--- src/rtl/bv8_sbox_back_column.sv ---
// bv8_sbox_back_column
//   Output stage of the masked AES S-box. Each share of the incoming byte is
//   mapped from the tower-field basis back to the polynomial basis, share 0
//   picks up the affine constant 0x63, and four consecutive bytes are packed
//   into one 32-bit column per share.
//
// Ports
//   in_clock   : clock, rising edge
//   in_reset   : synchronous reset, active low
//   in_valid   : upstream byte valid
//   in_ready   : block can take a byte this cycle
//   in_x       : masked byte per share, share s at [8s+7:8s]
//   out_valid  : complete column held
//   out_ready  : downstream takes the column
//   out_col    : column per share, share s at [32s+31:32s], byte k at [8k+7:8k]
//
// state | meaning
// ------+-----------------------------------------------------------------
// FILL  | cnt 0..3: collecting bytes, out_valid = 0
// FULL  | cnt 4: column presented, holds until out_ready at an edge

// Back basis change (tower field -> polynomial basis). Purely linear, so it
// is applied to each share independently without touching the masking.
module bv8_back_basis_fwd (
    input  logic [7:0] x,
    output logic [7:0] y
);
    assign y[0] = x[1] ^ x[4] ^ x[6];
    assign y[1] = x[1] ^ x[4] ^ x[5];
    assign y[2] = x[0] ^ x[2] ^ x[3] ^ x[5] ^ x[6];
    assign y[3] = x[3] ^ x[4] ^ x[5] ^ x[6] ^ x[7];
    assign y[4] = x[3] ^ x[5] ^ x[7];
    assign y[5] = x[0] ^ x[6];
    assign y[6] = x[3] ^ x[7];
    assign y[7] = x[3] ^ x[5];
endmodule

module bv8_sbox_back_column #(
    parameter int NUM_SHARES = 2
) (
    input  logic                     in_clock,
    input  logic                     in_reset,
    input  logic                     in_valid,
    output logic                     in_ready,
    input  logic [NUM_SHARES*8-1:0]  in_x,
    output logic                     out_valid,
    input  logic                     out_ready,
    output logic [NUM_SHARES*32-1:0] out_col
);
    localparam logic [2:0] CNT_FULL = 3'd4;
    localparam logic [7:0] AFFINE_C = 8'h63;

    logic [2:0]                        cnt;
    logic [NUM_SHARES-1:0][31:0]       col;
    logic [NUM_SHARES-1:0][7:0]        y;
    logic                              full;
    logic                              accept;
    logic [1:0]                        slot;

    for (genvar s = 0; s < NUM_SHARES; s++) begin : g_share
        logic [7:0] b;
        bv8_back_basis_fwd u_basis (
            .x (in_x[8*s +: 8]),
            .y (b)
        );
        // Only share 0 carries the constant; the XOR of all shares then
        // gains exactly one 0x63.
        if (s == 0) begin : g_aff
            assign y[s] = b ^ AFFINE_C;
        end else begin : g_plain
            assign y[s] = b;
        end
    end

    assign full      = (cnt == CNT_FULL);
    assign in_ready  = !full || out_ready;
    assign accept    = in_valid && in_ready;
    // A byte arriving while the full column drains starts the next column.
    assign slot      = full ? 2'd0 : cnt[1:0];
    assign out_valid = full;
    assign out_col   = col;

    always_ff @(posedge in_clock) begin
        if (!in_reset) begin
            cnt <= 3'd0;
            col <= '0;
        end else begin
            if (accept) begin
                for (int i = 0; i < NUM_SHARES; i++) begin
                    col[i][{slot, 3'b000} +: 8] <= y[i];
                end
            end
            if (full && out_ready) begin
                cnt <= accept ? 3'd1 : 3'd0;
            end else if (accept) begin
                cnt <= cnt + 3'd1;
            end
        end
    end
endmodule

--- config.mk ---
export PLATFORM = sky130hd
export DESIGN_NAME = bv8_sbox_back_column
export DESIGN_NICKNAME = d
export VERILOG_FILES = /design/src/rtl/bv8_sbox_back_column.sv
export SDC_FILE = /design/constraint.sdc
export NUM_CORES = 1
export LEC_CHECK = 0
export CORE_ASPECT_RATIO = 0.6
export CORE_MARGIN = 3
export CORE_UTILIZATION = 52
export CTS_CLUSTER_DIAMETER = 80
export DETAILED_ROUTE_END_ITERATION = 6
export PLACE_DENSITY_LB_ADDON = 0.2
export SYNTH_ARGS = -nofsm -noshare
export SYNTH_HDL_FRONTEND = slang
export SYNTH_HIERARCHICAL = 1
export SYNTH_SLANG_ARGS = --single-unit
--- constraint.sdc ---
create_clock -name in_clock -period 5.35 [get_ports in_clock]
set_input_delay 0.8025 -clock in_clock [delete_from_list [all_inputs] [get_ports in_clock]]
set_output_delay 0.8025 -clock in_clock [all_outputs]
set_load 0.02 [all_outputs]
==> results.sh <==
export IMPL_grt_antenna_before_repair=0
export IMPL_grt_max_degree=114
export IMPL_place_ws_ns=1.96
export IMPL_start_util=0.560
export IMPL_route_detailed_wl_per_inst_um=17.5
export IMPL_ctsHoldBuffers=0
export IMPL_dpl_cell_area_um2=4010
export IMPL_syn_area_per_cell_um2=9.55
export IMPL_diodes=0
export IMPL_cts_buffers=9
export IMPL_dieHeight_um=67.1
export IMPL_io_pins=86
export IMPL_yosysWarningCount=6
export IMPL_synthesis_nets=364
export IMPL_dr_total_vias=2780
export IMPL_slowest_stage="and3b_1"
export IMPL_clock_fmax_mhz=288
export IMPL_finalNetCount=429
export IMPL_dieWidth_um=108
export IMPL_critPathKind="reg -> out"
export IMPL_fillerInstances=439
export IMPL_final_setup_worst_slack_ns=1.88
export IMPL_ant_nets=0
export IMPL_register_area_um2=1340
export IMPL_first_global_vias=2665
export IMPL_hold_violations=0
export IMPL_drv_slew=0
export IMPL_finalPower_mw=1.07
export IMPL_fin_cells=489
export IMPL_synthCells=339
export IMPL_tightest_slew_ns=1.24
export IMPL_ys_seq_area_frac=0.414
export IMPL_drt_iter0_markers=152
export IMPL_min_path_type="reg -> reg"
export IMPL_rsz0062_at_grt="false"
export IMPL_grt_overflow=0
export IMPL_row_count=21
export IMPL_post_cts_resized=0
export IMPL_timing_hold_ws_ns=0.460
export IMPL_grt_pass1_wl_mm=13.6
export IMPL_p_leak_nw=1.46
export IMPL_cp_start_kind="flop"
export IMPL_setup_viol=0
export IMPL_min_period_ns=3.47
export IMPL_cp_max_fo=17
export IMPL_multi_input_area_um2=1690
export IMPL_syn_area_um2=3240
export IMPL_finClkSkew_ns=0.00637
export IMPL_post_cts_setup_buffers=0
export IMPL_hold_path_depth=2
export IMPL_place_detailed_hpwl_mm=6.03
export IMPL_viasPerCell=5.69
export IMPL_dp_cells=473
export IMPL_core_um2=5780
export IMPL_ff2ff_path_depth=6
export IMPL_period_share=0.649
export IMPL_cts_path_max_buffers=2
export IMPL_tns_ns=0
export IMPL_fin_area_um2=4190
export IMPL_place_congestion=0.846
export IMPL_io_buffers=85
export IMPL_routed_wl_mm=8.55
export IMPL_cts_sinks=67
export IMPL_clk_pin_slew_ns=0.07
export IMPL_ir_worst_vdd_mv=0.143
export IMPL_drive_gt1_frac=0.0880
export IMPL_drc=0
export IMPL_crit_chain="inv_1 > ha_1 > and3b_1 > inv_4 > clkdlybuf4s50_1"
export IMPL_critPathRequiredTime_ns=4.55
export IMPL_powerDensity_nw_per_um2=254
export IMPL_status="finished clean"
export IMPL_dieArea_um2=7240
export IMPL_cp_end_kind="primary output"
export IMPL_maxCapViolations=0
export IMPL_grt_usage=0.248
export IMPL_cts_tree="done"
export IMPL_slew_headroom=0.175
export IMPL_h_tree_depth=3
export IMPL_crit_arrival_ns=2.67
export IMPL_clock_latency_ns=0.34
export IMPL_synth_seq_cells=67
export IMPL_critPathMaxStageDelay_ns=0.69
export IMPL_first_pass_iters=4
export IMPL_finish_utilization=0.724
export IMPL_syn_to_final_growth_pct=29.3
export IMPL_ys_types=36
export IMPL_cts_root_buf="clkbuf_8"
==> path summary, 6_finish.rpt <==
| check | start | endpoint | slack (ns) |
|---|---|---|---|
| setup / recovery | cnt[0]$_SDFFE_PN0P_ | in_ready | 1.88 |
| hold / removal | out_col[46]$_SDFFE_PN0P_ | out_col[46]$_SDFFE_PN0P_ | 0.46 |
| setup reg to reg | cnt[0]$_SDFFE_PN0P_ | out_col[61]$_SDFFE_PN0P_ | 2.56 |
| hold reg to reg | out_col[46]$_SDFFE_PN0P_ | out_col[46]$_SDFFE_PN0P_ | 0.46 |
==> cells in the mapped netlist <==
library cell	n	area (um^2)
a21boi_0	1	7.51
a21oi_1	2	10.0
a31o_1	6	52.6
a31o_2	10	87.6
a32o_1	16	160
and3_1	1	6.26
and3_4	2	22.5
and3b_1	2	17.5
and4bb_2	1	12.5
buf_1	3	11.3
buf_2	8	40.0
buf_4	1	7.51
buf_6	6	67.6
clkbuf_1	14	52.6
dfxtp_1	67	1340
ha_1	5	62.6
inv_1	5	18.8
inv_4	1	6.26
mux2i_1	33	330
nand2_1	58	218
nand2b_1	6	37.5
nand3_1	26	130
nor2b_1	5	31.3
nor3_1	17	85.1
nor4_1	14	87.6
nor4_2	2	25.0
nor4b_2	1	15.0
o2111ai_1	1	8.76
o21ai_0	2	10.0
or2_1	1	6.26
or3b_2	1	8.76
or4b_4	1	13.8
xnor2_1	8	70.1
xnor2_2	2	32.5
xnor3_1	4	90.1
xor2_1	6	52.6
==> cells by family (layout without fill, tap and decap cells) <==
logic type | Yosys count | count (layout) | synth area share
XOR/XNOR | 20 | 20 | 0.0758
flip-flops | 67 | 67 | 0.414
buffers and inverters | 38 | 108 | 0.0630
multiplexers | 33 | 33 | 0.102
AO/OA/AOI/OAI | 38 | 38 | 0.104
AND/OR/NAND/NOR | 138 | 138 | 0.221
adder cells (fa/ha/maj) | 5 | 5 | 0.0193
==> area by class of cell <==
| cell class | count | area share |
|---|---|---|
| Clock buffer | 14 | 0.0389 |
| Clock inverter | 2 | 0.00239 |
| Inverter | 6 | 0.00598 |
| Multi-Input combinational cell | 234 | 0.404 |
| Sequential cell | 67 | 0.320 |
| Tap cell | 80 | 0.0239 |
| Timing Repair Buffer | 86 | 0.204 |
==> report_power, final <==
| part | internal (mW) | switching (mW) | total, mW |
|---|---|---|---|
| logic | 0.0716 | 0.105 | 0.177 |
| clock network | 0.193 | 0.182 | 0.375 |
| registers | 0.507 | 0.00631 | 0.514 |
==> sequential cells by signal (all words and copies together), names as in the netlist <==
| register | flops |
|---|---|
| out_col | 64 |
| cnt | 3 |
==> cells in the final DEF (no fill, tap or decap) <==
cell	n
xor2_1	6
or3b_2	1
mux2i_1	33
clkbuf_1	3
nor2b_1	5
a21boi_0	1
or2_1	1
a31o_2	10
o2111ai_1	1
and4bb_2	1
a32o_1	16
nand2b_1	6
buf_4	2
xnor2_2	2
dfxtp_1	67
o21ai_0	2
clkdlybuf4s50_1	84
nor4_2	2
ha_1	5
nor4b_2	1
nand3_1	26
a21oi_1	2
inv_1	5
and3_1	1
nor4_1	14
xnor3_1	4
and3b_1	2
xnor2_1	8
a31o_1	6
clkbuf_8	11
nand2_1	58
nor3_1	17
clkinv_2	2
and3_4	2
inv_4	1
or4b_4	1
==> worst max-delay path, delay by kind of cell (launching register included) <==
family / cells / cell delay, ns
simple gates: 1 / 0.69
fa+ha+maj: 1 / 0.40
buf+inv: 3 / 0.81
flops: 1 / 0.42
==> metal layers <==
layer	track usage	vias to the layer above	part of all wire
met5	0	-	0
met4	0.0709	0	0.011
met3	0.0949	9	0.099
met2	0.363	120	0.42
met1	0.342	1310	0.47
li1	-	1341	-
No activity file was read; power rests on OpenSTA's default activity.
